$ cat src/rtl/seq_alu.sv
// Multi-cycle EX-stage ALU: valid/ready handshake, shift-add multiply, restoring divide.
// Optional signed greater-than on opcode 14 when SEQ_ALU_SIGNED_CMP_EN is defined.
module seq_alu #(
    parameter int WIDTH = 8,
    parameter int CNT_W = $clog2(WIDTH + 1)
) (
    input  logic             clk,
    input  logic             rst_n,
    input  logic             in_valid,
    output logic             in_ready,
    input  logic [WIDTH-1:0] src_a,
    input  logic [WIDTH-1:0] src_b,
    input  logic [3:0]       alu_control,
    output logic             out_valid,
    input  logic             out_ready,
    output logic [WIDTH-1:0] alu_result,
    output logic [WIDTH-1:0] alu_result_hi,
    output logic             zero,
    output logic             carry,
    output logic             div_by_zero
);

    typedef enum logic [1:0] {IDLE, BUSY, DONE} state_t;

    localparam logic [3:0] OP_ADD = 4'd0;
    localparam logic [3:0] OP_SUB = 4'd1;
    localparam logic [3:0] OP_MUL = 4'd2;
    localparam logic [3:0] OP_DIV = 4'd3;

    state_t             state_q;
    logic [CNT_W-1:0]   cnt_q;
    logic               is_mul_q;
    logic [WIDTH-1:0]   operand_q;
    logic [2*WIDTH-1:0] acc_q;
    logic [WIDTH-1:0]   result_q;
    logic [WIDTH-1:0]   result_hi_q;
    logic               zero_q;
    logic               carry_q;
    logic               dbz_q;
    logic               in_ready_q;
    logic               out_valid_q;

    logic [WIDTH-1:0]   res_d;
    logic [WIDTH-1:0]   hi_d;
    logic               carry_d;
    logic               dbz_d;
    logic               zero_d;
    logic               reserved_d;
    logic               multi_d;

    logic [WIDTH:0]     mul_sum;
    logic [WIDTH:0]     div_shift;
    logic               div_fits;
    logic [WIDTH-1:0]   div_rem;
    logic [2*WIDTH-1:0] step_acc;

    // Results of every opcode that finishes in the accept cycle.
    always_comb begin
        res_d      = '0;
        hi_d       = '0;
        carry_d    = 1'b0;
        dbz_d      = 1'b0;
        reserved_d = 1'b0;
        case (alu_control)
            4'd0:  {carry_d, res_d} = {1'b0, src_a} + {1'b0, src_b};
            4'd1:  begin
                res_d   = src_a - src_b;
                carry_d = (src_a < src_b);
            end
            4'd3:  begin
                hi_d  = src_a;
                dbz_d = 1'b1;
            end
            4'd4:  res_d = src_a & src_b;
            4'd5:  res_d = src_a | src_b;
            4'd6:  res_d = ~src_a;
            4'd7:  res_d = src_a ^ src_b;
            4'd8:  res_d = {1'b0, src_a[WIDTH-1:1]};
            4'd9:  res_d = {src_a[WIDTH-2:0], 1'b0};
            4'd10: res_d = {src_a[WIDTH-2:0], src_a[WIDTH-1]};
            4'd11: res_d = {src_a[0], src_a[WIDTH-1:1]};
            4'd12: res_d = {{(WIDTH-1){1'b0}}, (src_a > src_b)};
            4'd13: res_d = {{(WIDTH-1){1'b0}}, (src_a == src_b)};
`ifdef SEQ_ALU_SIGNED_CMP_EN
            4'd14: res_d = {{(WIDTH-1){1'b0}}, ($signed(src_a) > $signed(src_b))};
`endif
            default: reserved_d = 1'b1;
        endcase
        zero_d  = !reserved_d && (res_d == '0);
        multi_d = (alu_control == OP_MUL) || ((alu_control == OP_DIV) && (src_b != '0));
    end

    // One multiply or divide iteration; acc_q holds {hi, lo} = {partial/remainder, multiplier/quotient}.
    always_comb begin
        mul_sum   = {1'b0, acc_q[2*WIDTH-1:WIDTH]} + (acc_q[0] ? {1'b0, operand_q} : '0);
        div_shift = {acc_q[2*WIDTH-1:WIDTH], acc_q[WIDTH-1]};
        div_fits  = (div_shift >= {1'b0, operand_q});
        div_rem   = div_fits ? (div_shift[WIDTH-1:0] - operand_q) : div_shift[WIDTH-1:0];
        if (is_mul_q) begin
            step_acc = {mul_sum, acc_q[WIDTH-1:1]};
        end else begin
            step_acc = {div_rem, acc_q[WIDTH-2:0], div_fits};
        end
    end

    always_ff @(posedge clk) begin
        if (!rst_n) begin
            state_q     <= IDLE;
            cnt_q       <= '0;
            is_mul_q    <= 1'b0;
            operand_q   <= '0;
            acc_q       <= '0;
            result_q    <= '0;
            result_hi_q <= '0;
            zero_q      <= 1'b0;
            carry_q     <= 1'b0;
            dbz_q       <= 1'b0;
            in_ready_q  <= 1'b0;
            out_valid_q <= 1'b0;
        end else begin
            case (state_q)
                IDLE: begin
                    in_ready_q  <= 1'b1;
                    out_valid_q <= 1'b0;
                    if (in_valid && in_ready_q) begin
                        in_ready_q <= 1'b0;
                        if (multi_d) begin
                            state_q   <= BUSY;
                            cnt_q     <= CNT_W'(WIDTH);
                            is_mul_q  <= (alu_control == OP_MUL);
                            operand_q <= (alu_control == OP_MUL) ? src_a : src_b;
                            acc_q     <= {{WIDTH{1'b0}}, (alu_control == OP_MUL) ? src_b : src_a};
                        end else begin
                            state_q     <= DONE;
                            out_valid_q <= 1'b1;
                            result_q    <= res_d;
                            result_hi_q <= hi_d;
                            zero_q      <= zero_d;
                            carry_q     <= carry_d;
                            dbz_q       <= dbz_d;
                        end
                    end
                end
                BUSY: begin
                    acc_q <= step_acc;
                    cnt_q <= cnt_q - CNT_W'(1);
                    if (cnt_q == CNT_W'(1)) begin
                        state_q     <= DONE;
                        out_valid_q <= 1'b1;
                        result_q    <= step_acc[WIDTH-1:0];
                        result_hi_q <= step_acc[2*WIDTH-1:WIDTH];
                        zero_q      <= (step_acc[WIDTH-1:0] == '0);
                        carry_q     <= 1'b0;
                        dbz_q       <= 1'b0;
                    end
                end
                DONE: begin
                    if (out_ready) begin
                        state_q     <= IDLE;
                        out_valid_q <= 1'b0;
                        in_ready_q  <= 1'b1;
                    end
                end
                default: state_q <= IDLE;
            endcase
        end
    end

    assign in_ready      = in_ready_q;
    assign out_valid     = out_valid_q;
    assign alu_result    = result_q;
    assign alu_result_hi = result_hi_q;
    assign zero          = zero_q;
    assign carry         = carry_q;
    assign div_by_zero   = dbz_q;

endmodule

$ cat config.mk
export PLATFORM = sky130hd
export DESIGN_NAME = seq_alu
export DESIGN_NICKNAME = d
export VERILOG_FILES = /design/src/rtl/seq_alu.sv
export SDC_FILE = /design/constraint.sdc
export NUM_CORES = 1
export LEC_CHECK = 0
export ABC_AREA = 1
export ABC_CLOCK_PERIOD_IN_PS = 1900
export CAP_MARGIN = 10
export CORE_MARGIN = 5
export CORE_UTILIZATION = 54
export CTS_CLUSTER_DIAMETER = 60
export CTS_CLUSTER_SIZE = 16
export DETAILED_ROUTE_END_ITERATION = 7
export PLACE_DENSITY = 0.79
export SETUP_SLACK_MARGIN = 0.3
export SLEW_MARGIN = 5
export SYNTH_ARGS = -nofsm -noshare
export SYNTH_HDL_FRONTEND = slang
export SYNTH_SLANG_ARGS = --single-unit
export TNS_END_PERCENT = 5
$ cat constraint.sdc
create_clock -name clk -period 1.9 [get_ports clk]
set_input_delay 0.38 -clock clk [delete_from_list [all_inputs] [get_ports clk]]
set_output_delay 0.38 -clock clk [all_outputs]
set_load 0.03 [all_outputs]
Word level (Yosys, flattened, before mapping)

Cells that the tools add are included.

Flip-flop bits (word level): 52
Bits of input ports: 24
Output and inout port bits: 21
Word-level logic and storage cells: 112

Add/sub/neg operators: 5
Magnitude comparators: 3
Eq/ne operators: 22
Mux-type cells: 47
Bitwise logic cells: 4
Reductions and logical operators: 19

Operators by type and width:

| cell                                                                   | number |
|---|---|
| 8-bit one-hot mux with 12 select lines                                 | 1 |
| 8-bit two-way mux                                                      | 11 |
| 16-bit two-way mux                                                     | 3 |
| 16-bit one-hot mux with 2 select lines                                 | 1 |
| 8-bit one-hot mux with 2 select lines                                  | 2 |
| 4-bit equality test (second input constant)                            | 6 |
| 8-bit by 8-bit adder with 9-bit output                                 | 2 |
| 4-bit by 3-bit equality test with 1-bit output (second input constant) | 4 |
| 8-bit zero test                                                        | 2 |
| 8-bit subtractor                                                       | 2 |
| 1-bit two-way mux                                                      | 15 |
| 13-bit OR reduction                                                    | 1 |
| 3-bit AND reduction                                                    | 4 |
| 2-bit inequality test (second input constant)                          | 5 |
| 1-bit one-hot mux with 2 select lines                                  | 5 |
| 9-bit by 8-bit >= comparator with 1-bit output                         | 1 |
| 8-bit bitwise AND                                                      | 1 |
| 4-bit by 1-bit equality test with 1-bit output (second input constant) | 2 |
| 4-bit by 2-bit equality test with 1-bit output (second input constant) | 2 |
| 8-bit equality test                                                    | 1 |
| 8-bit greater-than comparator                                          | 1 |
| 8-bit < comparator                                                     | 1 |
| 2-bit two-way mux                                                      | 4 |
| 4-bit two-way mux                                                      | 2 |
| 18 further kinds                                                       | 21 |

Depth between registers and ports, before layout

Depth in word-level cells: 7
Gate-level depth with buffers: 16
Gate-level depth less buffers: 15

Least setup slack after synthesis

Ideal clock, no wire load.

Kind: register -> register
Start point: reg acc_q[0]
End point: reg result_hi_q[7] (netlist: alu_result_hi[7])
Library setup time: 0.065 ns
Arrival time: 2.012 ns
Required time: 1.835 ns
Slack: -0.177 ns
Stages on the path, launching flop included: 17
Path buffers: 1
Clock period less this slack: 2.077 ns
Cell sequence: dfxtp_1 clkbuf_1 nand2_1 inv_1 ha_1 inv_1 fa_1 inv_1 nand3_1 nand2_1 nand4_1 nand3_1 nand2_1 nand3b_1 nor2_1 nor2_1 nor2_1

Cells in the longest elaborated chain, start to end: 5

RTL lines:

| item                                   | line | RTL |
|---|---|---|
| start: declaration                     | 34   | `logic [2*WIDTH-1:0] acc_q;` |
| start signal: assignment               | 132  | `acc_q <= {{WIDTH{1'b0}}, (alu_control == OP_MUL) ? src_b : src_a};` |
| start signal: assignment               | 145  | `acc_q <= step_acc;` |
| 8-bit two-way mux                      | 95   | `mul_sum = {1'b0, acc_q[2*WIDTH-1:WIDTH]} + (acc_q[0] ? {1'b0, operand_q} : '0);` |
| 8-bit by 8-bit adder with 9-bit output | 95   |  |
| 16-bit two-way mux                     | 99   | `if (is_mul_q) begin` |
| 8-bit two-way mux                      | 147  | `if (cnt_q == CNT_W'(1)) begin` |
| 8-bit one-hot mux with 2 select lines  | 121  | `case (state_q)` |
| end signal: assignment                 | 137  | `result_hi_q <= hi_d;` |
| end signal: assignment                 | 151  | `result_hi_q <= step_acc[2*WIDTH-1:WIDTH];` |
| end: declaration                       | 36   | `logic [WIDTH-1:0] result_hi_q;` |

No other way between the ends. The select of a mux whose other input is x is not followed.
A chain may end at the register's enable or synchronous reset.

Final worst setup path

Ends and elaborated chain as after synthesis.

==> reports/metrics.csv <==
stage,metric,value,unit
logic_synthesis,Syn Nets,885,
worst_setup_path,CP arrival,2.31,ns
logic_synthesis,Netlist Area Pre-Place,0.00503,sq mm
sta,Final period util,109,%
logic_synthesis,Synthesis Warnings,0,
pwr,sequential share of power,22.0,%
global_routing,global-route wire length before repair,30600,um
logic_synthesis,largest cells by area after synthesis,"dfxtp_1 (21%), nand2_1 (14%), ha_1 (12%)",
pwr,Cell Pwr Density,960,mW/mm^2
logic_synthesis,proportion of netlist area held by the largest area contributor,20.7,%
cells_and_area,post-route cell area,0.00739,sq mm
worst_setup_path,kind of start point of the critical path,flip-flop,
job,max-cap viol count,0,
cells_and_area,"commonest non-fill, non-tap cell in the layout",nand2_1,
cells_and_area,share of layout cells above drive strength 1,34.2,%
cells_and_area,"commonest cells after routing, fill and taps aside","nand2_1 (169), buf_4 (151), inv_1 (73), nor2_1 (67), o21ai_0 (63)",
worst_setup_path,crit-path max FO,3,
pwr,"Power, Total",7.09,mW
sta,# setup viols final,13,
cells_and_area,FF+latch area,0.00105,sq mm
sta,unrepaired setup endpoints after global routing,yes,
worst_setup_path,WP data required,2.15,ns
sta,fmax,485,MHz
worst_setup_path,Critical Path End Type,flip-flop,
pwr,combinational power share,68.4,%
placement,dpl cell area,0.00662,sq mm
sta,Worst Skew,0.00763,ns
route,via count,6447,
floorplan,num ports,45,
cells_and_area,Layout Nets,1076,
run_status,failing checks,setup timing,
sta,Max Slew Vio Count,0,
sta,slew at the pin closest to its max-slew limit,0.509,ns
cells_and_area,n_diodes,0,
floorplan,Die W,106,um
logic_synthesis,Mapped Cells,809,
cts,Worst-Skew Late Latency,0.31,ns
floorplan,Rows,35,
logic_synthesis,mean post-synth cell area,6.21,sq um
logic_synthesis,Netlist cell types,41,
logic_synthesis,Synth Flop Type,dfxtp_1,
placement,number of port buffers,44,
logic_synthesis,Yosys reg bits,52,
pwr,internal power,3.65,mW
global_routing,Tot GR Track Use,33.4,%
run_status,outcome,"complete, but fails checks",
cells_and_area,multi-input logic area,0.00392,sq mm
route,Vias/cell,5.80,
sta,final hold vios,0,
logic_synthesis,Yosys top cell by area,dfxtp_1,
cts,Root Driver,clkbuf_8,
route,initial drt markers,670,
cells_and_area,Fill cells,651,
cts,CTS tree,done,
logic_synthesis,Post-synth EDFFs,0,
global_routing,largest net degree at the start of global routing,40,
placement,global placer's final weighted congestion,0.979,
global_routing,total congestion overflow,0,
route,Post-DRT Antenna Nets,0,
worst_setup_path,R2R depth,15,
floorplan,Starting Density,54.9,%
min_path,worst min-delay path class,flip-flop to flip-flop,
cts,"CTS clk-pin slew, worst paths",0.11,ns
logic_synthesis,"Seq/Total Area, Yosys",20.7,%
floorplan,Die Y-Extent,106,um
pwr,Sw Ratio,48.6,%
route,final wirelength,19100,um
pwr,Worst VDD drop,1100,uV
pwr,Psw,3.44,mW
pwr,Pleak,3.63,nW
global_routing,initial antenna violation count,1,
sta,final worst slack,-0.163,ns
floorplan,die area,0.0113,sq mm
cells_and_area,area delta synth->final,47.0,%
cts,clk sinks,52,
pwr,clock power share,9.6,%
route,drt pass-1 iters,5,
cts,H-tree Lvls,2,
min_path,hold path depth,2,
placement,HPWL after DPL,14300,um
route,routed len/inst,17.2,um
worst_setup_path,CP Class,flip-flop to flip-flop,
sta,Max-slew headroom,65.7,%
sta,Tmin final,2.06,ns
logic_synthesis,ys async rst share,0,%
cts,Num CTS Buffers,5,
cts,Longest Clk Path Bufs,2,
floorplan,core area,0.00915,sq mm
global_routing,number of global-route vias before repair,6251,
route,residual DRC count,0,
## routing by layer
metal | routed length [um] | vias to the layer above | track usage, % | share of wire, %
li1 | - | 3039 | - | -
met1 | 7860 | 2976 | 46.1 | 41
met2 | 8780 | 378 | 55.1 | 46
met3 | 1970 | 54 | 4.43 | 10
met4 | 531 | 0 | 8.86 | 2.8
met5 | 0 | - | 0 | 0
## worst paths after layout
kind | start | end | slack (ns)
max | acc_q[0] | alu_result_hi[7] | -0.16
min reg2reg | div_by_zero | div_by_zero | 0.47
max reg2reg | acc_q[0] | alu_result_hi[7] | -0.16
min | div_by_zero | div_by_zero | 0.47
## Yosys cell counts, types with 3 or more instances
cell and instances:
a21oi_1 65, buf_2 7, nand2_1 189, nand2_2 6, nor2_1 80, o21ai_0 68
inv_2 6, buf_6 5, o21ai_2 5, a21o_1 3, o21ai_1 9, nand3_1 60
nor3_1 5, ha_1 48, dfxtp_1 52, nand2_4 3, clkbuf_1 13, a31oi_1 13
or2_2 3, nand4_1 16, fa_1 4, o21bai_1 3, xor2_1 7, o22ai_1 5
nand3b_1 4, xnor2_1 6, nand3_2 3, o211ai_1 4, inv_1 101
## sequential cells by signal, summed over array words and instances, names as in the netlist
| name | cells |
|---|---|
| acc_q | 16 |
| alu_result | 8 |
| alu_result_hi | 8 |
| carry | 1 |
| cnt_q | 4 |
| div_by_zero | 1 |
| in_ready | 1 |
| is_mul_q | 1 |
| operand_q | 8 |
| out_valid | 1 |
| state_q | 2 |
| zero | 1 |
## area by class of cell
cell class / instances / area share (%)
Clock inverter: 3 / 0.305
Sequential cell: 52 / 14.3
Clock buffer: 5 / 0.931
Tap cell: 111 / 1.88
Timing Repair Buffer: 210 / 23.5
Inverter: 109 / 6.04
Timing Repair inverter: 1 / 0.0847
Multi-Input combinational cell: 621 / 53.0
## cell families (layout without fill, tap and decap cells)
kind of cell	after synthesis	count (layout)	synth area share, %
XOR/XNOR	13	13	2.26
AO/OA/AOI/OAI	181	181	19.7
AND/OR/NAND/NOR	374	375	32.4
buffers and inverters	137	328	11.4
flip-flops	52	52	20.7
adder cells (fa/ha/maj)	52	52	13.5
## through the flow
| stage | std cells | hold slack (ns) | utilization [%] | TNS, ns | setup WS, ns |
|---|---|---|---|---|---|
| 2_1_floorplan | 809 | 0.439 | - | 0 | 0.0123 |
| 5_1_grt | 1112 | 0.495 | 80.7 | -2.30 | -0.260 |
| 3_3_place_gp | 1085 | 0.453 | 72.3 | -23.62 | -0.657 |
| 4_1_cts | 1108 | 0.478 | 78.7 | -0.620 | -0.158 |
| 6_report | 1112 | 0.471 | 80.7 | -0.922 | -0.163 |
| 3_5_place_dp | 1085 | 0.460 | 72.3 | -25.51 | -0.728 |
## timing repair
action | CTS | global route
gates cloned | 2 | 0
pin swaps | 42 | 34
setup buffers | 13 | 4
hold buffers | 0 | 0
gates resized for setup | 190 | 55
endpoints found under the hold margin | 0 | 0
endpoints found under the setup margin | 72 | 50
## power groups by stage
stage	sequential (mW)	combinational (mW)	clock [mW]
floorplan	1.81	2.26	0
global placement	1.55	3.99	0
detailed placement	1.56	4.10	0
CTS	1.55	4.59	0.680
global route	1.59	5.21	0.731
finish	1.56	4.85	0.680
## worst max-delay path, cell delays in order, from the launching register on
cell and delay [ns]:
dfxtp_2 0.37, nand2_2 0.06, inv_2 0.06, ha_4 0.13
inv_2 0.04, fa_2 0.38, inv_2 0.08, nand3_2 0.06
nand2_2 0.07, nand4_1 0.09, nand3_1 0.11, nand2_1 0.06
nand3b_1 0.21, nor2_1 0.15, nor2_1 0.07, nor2_1 0.08
No activity file was read; power rests on OpenSTA's default activity.
